## src/rtl/jt49_eg_pkg.sv

```systemverilog
// Shared constants and shape decode for the JT49 multi-channel envelope generator.
package jt49_eg_pkg;

  localparam int unsigned CTRL_CONT = 3;
  localparam int unsigned CTRL_ATT  = 2;
  localparam int unsigned CTRL_ALT  = 1;
  localparam int unsigned CTRL_HOLD = 0;

  function automatic logic will_hold(input logic [3:0] ctrl);
    return !ctrl[CTRL_CONT] || ctrl[CTRL_HOLD];
  endfunction

  function automatic logic will_invert(input logic [3:0] ctrl);
    return (!ctrl[CTRL_CONT] && ctrl[CTRL_ATT]) || (ctrl[CTRL_CONT] && ctrl[CTRL_ALT]);
  endfunction

endpackage

```

## src/rtl/jt49_eg_ch.sv

```systemverilog
// One envelope channel: period divider, restart latch, gain/invert state, output register.
// Hold-entry pulse on done is generated only when JT49_EG_DONE_EN is defined.
module jt49_eg_ch
  import jt49_eg_pkg::*;
#(
  parameter int unsigned GW = 5,
  parameter int unsigned PW = 16
) (
  input  logic          clk,
  input  logic          rst_n,
  input  logic          cen,
  input  logic          restart,
  input  logic [3:0]    ctrl,
  input  logic [PW-1:0] period,
  output logic [GW-1:0] env,
  output logic          done
);

  logic [GW-1:0] gain_q, gain_d;
  logic [GW-1:0] env_q, env_d;
  logic [PW-1:0] cnt_q, cnt_d;
  logic          inv_q, inv_d;
  logic          stop_q, stop_d;
  logic          rlatch_q, rlatch_d;
  logic          step;
  logic          hold_entry;

  // Restart is captured on any clk edge and only released by the cen edge that reloads.
  always_comb begin
    rlatch_d   = restart | (rlatch_q & ~cen);
    step       = (cnt_q >= (period - PW'(1))) || (period == '0);
    gain_d     = gain_q;
    inv_d      = inv_q;
    stop_d     = stop_q;
    cnt_d      = cnt_q;
    env_d      = env_q;
    hold_entry = 1'b0;
    if (cen) begin
      env_d = inv_q ? ~gain_q : gain_q;
      if (rlatch_q) begin
        gain_d = '1;
        inv_d  = ctrl[CTRL_ATT];
        stop_d = 1'b0;
        cnt_d  = '0;
      end else begin
        cnt_d = step ? '0 : cnt_q + PW'(1);
        if (step && !stop_q) begin
          if (gain_q != '0) begin
            gain_d = gain_q - GW'(1);
          end else begin
            if (will_hold(ctrl)) begin
              stop_d     = 1'b1;
              hold_entry = 1'b1;
            end else begin
              gain_d = '1;
            end
            if (will_invert(ctrl)) inv_d = ~inv_q;
          end
        end
      end
    end
  end

  always_ff @(posedge clk) begin
    if (!rst_n) begin
      gain_q   <= '1;
      inv_q    <= 1'b0;
      stop_q   <= 1'b0;
      cnt_q    <= '0;
      rlatch_q <= 1'b0;
      env_q    <= '0;
    end else begin
      gain_q   <= gain_d;
      inv_q    <= inv_d;
      stop_q   <= stop_d;
      cnt_q    <= cnt_d;
      rlatch_q <= rlatch_d;
      env_q    <= env_d;
    end
  end

  assign env = env_q;

`ifdef JT49_EG_DONE_EN
  logic done_q, done_d;

  always_comb begin
    done_d = hold_entry & ~restart;
  end

  always_ff @(posedge clk) begin
    if (!rst_n) done_q <= 1'b0;
    else        done_q <= done_d;
  end

  assign done = done_q;
`else
  assign done = 1'b0;
`endif

endmodule

```

## src/rtl/jt49_eg_mc.sv

```systemverilog
// Multi-channel AY/YM envelope generator: CH independent jt49_eg_ch engines on packed buses.
// Optional hold-entry pulse on done enabled by defining JT49_EG_DONE_EN.
module jt49_eg_mc
  import jt49_eg_pkg::*;
#(
  parameter int unsigned CH = 3,
  parameter int unsigned GW = 5,
  parameter int unsigned PW = 16
) (
  input  logic            clk,
  input  logic            rst_n,
  input  logic            cen,
  input  logic [CH-1:0]   restart,
  input  logic [4*CH-1:0] ctrl,
  input  logic [PW*CH-1:0] period,
  output logic [GW*CH-1:0] env,
  output logic [CH-1:0]   done
);

  for (genvar g = 0; g < CH; g++) begin : g_ch
    jt49_eg_ch #(
      .GW(GW),
      .PW(PW)
    ) u_ch (
      .clk    (clk),
      .rst_n  (rst_n),
      .cen    (cen),
      .restart(restart[g]),
      .ctrl   (ctrl[4*g +: 4]),
      .period (period[PW*g +: PW]),
      .env    (env[GW*g +: GW]),
      .done   (done[g])
    );
  end

endmodule

```

## config.mk

```make
export PLATFORM = sky130hd
export DESIGN_NAME = jt49_eg_mc
export DESIGN_NICKNAME = d
export VERILOG_FILES = /design/src/rtl/jt49_eg_pkg.sv /design/src/rtl/jt49_eg_ch.sv /design/src/rtl/jt49_eg_mc.sv
export SDC_FILE = /design/constraint.sdc
export NUM_CORES = 1
export LEC_CHECK = 0
export ABC_AREA = 0
export BUFFER_PORTS_ARGS = -buffer_cell sky130_fd_sc_hd__buf_2
export CAP_MARGIN = 40
export CORE_MARGIN = 8
export CORE_UTILIZATION = 50
export DETAILED_ROUTE_END_ITERATION = 10
export HOLD_SLACK_MARGIN = 0.03
export PLACE_DENSITY = 0.68
export REMOVE_ABC_BUFFERS = 1
export SLEW_MARGIN = 20
export SYNTH_ARGS = -nofsm -noshare
export SYNTH_HDL_FRONTEND = slang
export SYNTH_HIERARCHICAL = 1
export SYNTH_SLANG_ARGS = --single-unit
export TNS_END_PERCENT = 1
```

## constraint.sdc

```tcl
create_clock -name clk -period 5 [get_ports clk]
set_clock_uncertainty 0.15 [all_clocks]
set_input_delay 0.5 -clock clk [delete_from_list [all_inputs] [get_ports clk]]
set_output_delay 0.5 -clock clk [all_outputs]
set_load 0.01 [all_outputs]
```

Word-level counts from Yosys, hierarchy flattened
Cells that the tools add are included.

word-level totals
  input bits = 66
  bits in registers = 87
  logic and storage cells = 142
  bits in read-only memories = 0
  memories kept = 0
  bits in latches = 0
  RAM bits = 0

operators by class
  muxes and demuxes = 45
  equality and inequality tests = 6
  add/sub/neg operators = 9
  shifts and indexed selects = 0
  div/mod/pow operators = 0
  $mul = 0
  magnitude comparators = 3
  bitwise operators = 13
  reductions and logical operators = 48

operators by type and width
  cell                   count
  $mux 16                6
  $mux 5                 15
  $add 16x1->16 const B  3
  $ge 16x16->1           3
  $logic_not 16->1       3
  $sub 16x1->16 const B  3
  $mux 1                 24
  $reduce_and 4->1       6
  $reduce_bool 2->1      9
  $not 5->5              3
  $reduce_bool 5->1      3
  $sub 5x1->5 const B    3
  $logic_and 1x1->1      9
  $logic_or 1x1->1       9
  $ne 3x1->1 const B     3
  $reduce_and 3->1       3
  $logic_not 1->1        6
  $ne 2x1->1 const B     3
  $not 1->1              4
  $and 1x1->1            3
  $or 1x1->1             3

Longest topological paths before layout
  depth after elaboration = 7
  gate-level depth with buffers = 16
  mapped depth without buffers = 14

Hierarchy
The synthesis kept the hierarchy.

modules (own cells, without submodules)
  module                         cells each  instances  area each (µm²)
  jt49_eg_ch (g_ch[1].u_ch ...)  255         2          2,152.1
  jt49_eg_ch (g_ch[0].u_ch)      273         1          2,309.7

Worst setup path before layout
No wires, ideal clock.

  kind = input -> register
  start = input port period[16]
  end = register g_ch[1].u_ch.inv_q
  path slack = 1.304 ns
  stages = 15
  library setup time = 0.088 ns
  arrival time = 3.458 ns
  path buffers = 1
  cell sequence = inv_1 > ha_1 > or4b_4 > nor2_2 > nand2_1 > or3_1 > xor2_1 > ha_1 > nand4_1 > nor4_1 > o21ai_1 > a311oi_4 > buf_6 > a21oi_2 > a311oi_2

between the ends
  word-level cells in the longest chain between the ends = 6
  elaborated cells on any way between the ends = 7

RTL lines
  what                             RTL line          text
  start, declared                  jt49_eg_mc.sv:15  input logic [PW*CH-1:0] period,
  $sub 16x1->16                    jt49_eg_ch.sv:31  step = (cnt_q >= (period - PW'(1))) || (period == '0);
  $ge 16x16->1                     jt49_eg_ch.sv:31
  $logic_or 1x1->1 (*)             jt49_eg_ch.sv:31
  $logic_and 1x1->1 (*)            jt49_eg_ch.sv:47  if (step && !stop_q) begin
  $reduce_bool 2->1 (no line) (*)  -
  $reduce_and 4->1 (no line) (*)   -
  end signal, assigned             jt49_eg_ch.sv:74  inv_q <= inv_d;
  end, declared                    jt49_eg_ch.sv:22  logic inv_q, inv_d;

Every way passes the cells marked *; elsewhere a longest branch is shown, timed or not.
A chain may end at the register's enable or synchronous reset.

Final worst setup path
  start = input port period[0]
  end = register g_ch[0].u_ch.cnt_q[2]

between the ends
  word-level cells in the longest chain between the ends = 5
  elaborated cells on any way between the ends = 6

RTL lines
  what                  RTL line          text
  $sub 16x1->16         jt49_eg_ch.sv:31
  $ge 16x16->1          jt49_eg_ch.sv:31
  $logic_or 1x1->1 (*)  jt49_eg_ch.sv:31
  $mux 16 (*)           jt49_eg_ch.sv:46  cnt_d = step ? '0 : cnt_q + PW'(1);
  $mux 16 (*)           jt49_eg_ch.sv:40  if (rlatch_q) begin
  end signal, assigned  jt49_eg_ch.sv:76  cnt_q <= cnt_d;
  end, declared         jt49_eg_ch.sv:21  logic [PW-1:0] cnt_q, cnt_d;

Marks and branches as above.

==> results.cfg <==
[status]
status = finished clean

[synthesis]
ys_types = 75
syn_area_um2 = 6610
ys.warnings.count = 6
synth-main-ff-cell = dfxtp_1
netlist_top_cells_area = dfxtp_1 (26%), ha_1 (11%), xnor2_1 (6.8%)
synth_seq_cells = 87
ys_seq_area_frac = 0.263
yosysTopAreaCellShare = 0.263
yosysMostFrequentCell = dfxtp_1
syn_avg_cell_area_um2 = 8.45
synth_edf_count = 0
synth_common_cells = dfxtp_1 (87), nand2_1 (65), nor2_1 (62)
yosysTopAreaCell = dfxtp_1
synthArstFlopShare = 0
netlist_instances = 783

[sta]
tightest_slew_ns = 0.717
fmax_ghz = 0.252
whs_ns = 0.222
finalCritPeriodShare = 0.793
setup_violations = 0
fin_crit_ns = 3.96
fin_tns_setup_ns = 0
max-slew-margin-rel = 0.522
slew_violations = 0
hold_viol_final = 0
rsz0062_at_grt = no

[clock_tree]
htree_levels = 3
clk_latency_ns = 0.33
cts_sinks = 87
cts_resized = 0
cts_setup_buffers = 0
cts.reportedPaths.clkPinSlew_ns = 0.06
cts_tree = built
numCtsBuffers = 9
cts_buffer_depth = 2
cts_hold_buf = 0
clock-root-buffer = clkbuf_16

[cells_and_area]
fin_cells = 1024
syn2layout_area_growth_pct = 10.9
fin_nets = 968
drive_above_1_share = 0.176
fin_area_um2 = 7330
n_antenna_cell = 0

[route]
num_vias = 5944
via_per_inst = 5.80
drtIter0Drc = 246
totalWireLength_mm = 15.3
dr.pass1.iters = 4
postRouteAntennaNets = 0
routedWlPerCell_um = 14.9
drc = 0

[placed_design]
dp_hpwl_mm = 12.0
placed_area_um2 = 7070
place_congestion = 0.871
io_buffers = 80
place_inst = 1010

[floorplan]
ios = 84
die_h_um = 131
fp.dieW_um = 131
rows = 42
dieArea_um2 = 17200
core_um2 = 13100
start_util = 0.505

[setup_path]
max_stage_delay_ns = 0.45
r2r-start = g_ch[0].u_ch/cnt_q[0]
worstSetupStartpoint = period[0]
crit_type = input pin to flip-flop
cpMostUsedCell = ha_1
cp.arrival_ns = 4.09
cp-start-kind = input pin
worstSetupEndpointType = flip-flop
cp_max_fo = 13
required_ns = 5.13
cp.buffers_inverters = 3
path_cells = buf_2, inv_1, ha_1, nor4b_1, nand2_1, or4_1, or3_1, xor2_1, ha_1, nand4_1, nor2_1, a22oi_1, nand4_2, buf_4, nor3b_2, a21o_1
cpMaxStageDelayCell = or4_1
critPathTopFamily = simple AND/OR/NAND/NOR gates

[global_routing]
grt_antenna_before_repair = 0
grt_overflow = 0
grtUsageTotal = 0.181
grt_pass1_wl_mm = 25.8
grt_pass1_vias = 5793
grt_max_degree = 47

[power_and_ir_drop]
p_per_area_nw_per_um2 = 217
p_leak_nw = 2.96
ir_drop_mv = 0.151

[worst_hold_path]
min_from = restart[2]
hold_path_class = input pin to flip-flop

[flow_run]
drv_cap = 0
[layout make-up]
type | instances | area (µm²)
Clock buffer | 13 | 260
Clock inverter | 1 | 5.00
Fill cell | 1199 | 5750
Inverter | 33 | 124
Multi-Input combinational cell | 631 | 4560
Sequential cell | 87 | 1740
Tap cell | 176 | 220
Timing Repair Buffer | 83 | 423
[path summary, 6_finish.rpt]
kind	slack (ns)	cells after the start	endpoint
setup / recovery	1.04	16	g_ch[0].u_ch/cnt_q[2]
setup reg to reg	2.23	9	g_ch[0].u_ch/cnt_q[2]
hold reg to reg	0.33	2	g_ch[1].u_ch/env[0]
hold / removal	0.22	3	g_ch[2].u_ch/rlatch_q
[through the flow]
stage	power, mW	setup WS [ns]	utilization
after floorplan	0.891	0.933	-
after global placement	0.985	0.803	0.540
after detailed placement	0.997	0.659	0.540
after CTS	1.61	1.03	0.561
after global routing	1.67	0.679	0.561
final	1.59	1.04	0.561
[cells in the final DEF (no fill, tap or decap), types with 6 or more instances in the layout]
| cell | Yosys | final |
|---|---|---|
| dfxtp_1 | 87 | 87 |
| and3_1 | 10 | 10 |
| or4_1 | 6 | 6 |
| and4_1 | 12 | 12 |
| o21ai_1 | 15 | 15 |
| nand3_1 | 24 | 24 |
| clkbuf_16 | 0 | 9 |
| nor2_1 | 62 | 62 |
| nor3b_2 | 6 | 6 |
| xnor2_1 | 51 | 51 |
| ha_1 | 57 | 57 |
| nand2b_1 | 17 | 17 |
| nand4_1 | 13 | 13 |
| xor2_1 | 16 | 16 |
| nor3_1 | 27 | 27 |
| nand2_1 | 65 | 65 |
| nor4_1 | 16 | 16 |
| nor2b_1 | 6 | 6 |
| inv_1 | 31 | 31 |
| a21oi_1 | 44 | 44 |
| o21ai_0 | 12 | 12 |
| a21o_1 | 10 | 10 |
| and2_1 | 6 | 6 |
| a22o_1 | 8 | 8 |
| buf_2 | 3 | 80 |
| a31oi_1 | 25 | 25 |
| a211oi_1 | 17 | 17 |
[cell families (layout without fill, tap and decap cells)]
logic type | Yosys count | count (layout) | share of synthesized area
simple gates | 315 | 315 | 0.278
compound gates | 184 | 184 | 0.205
flops | 87 | 87 | 0.263
xor+xnor | 67 | 67 | 0.0887
buf+inv | 65 | 130 | 0.0471
fa+ha+maj | 57 | 57 | 0.108
mux | 5 | 5 | 0.00795
other cells | 3 | 3 | 0.00170
[flip-flops by register name (all words and copies together), names as in the netlist]
register / count
g_ch.u_ch/rlatch_q: 3
g_ch.u_ch/gain_q: 15
g_ch.u_ch/env: 15
g_ch.u_ch/cnt_q: 48
g_ch.u_ch/stop_q: 3
g_ch.u_ch/inv_q: 3
[power breakdown]
group | internal [mW] | leakage [nW] | switching, mW
Clock | 0.358 | 0.132 | 0.250
Sequential | 0.715 | 0.708 | 0.0267
Combinational | 0.103 | 2.12 | 0.137
Total | 1.18 | 2.96 | 0.414
[metal layers]
metal | up-vias | track usage | part of all wire
li1 | 3031 | - | -
met1 | 2784 | 0.215 | 0.46
met2 | 104 | 0.320 | 0.49
met3 | 25 | 0.0252 | 0.033
met4 | 0 | 0.0777 | 0.023
met5 | - | 0 | 0
[tightest hold or removal path: stages]
cell,delay (ns)
buf_2,0.07
a21oi_1,0.03
nor2_1,0.06
Power figures use the tool's default switching activity.
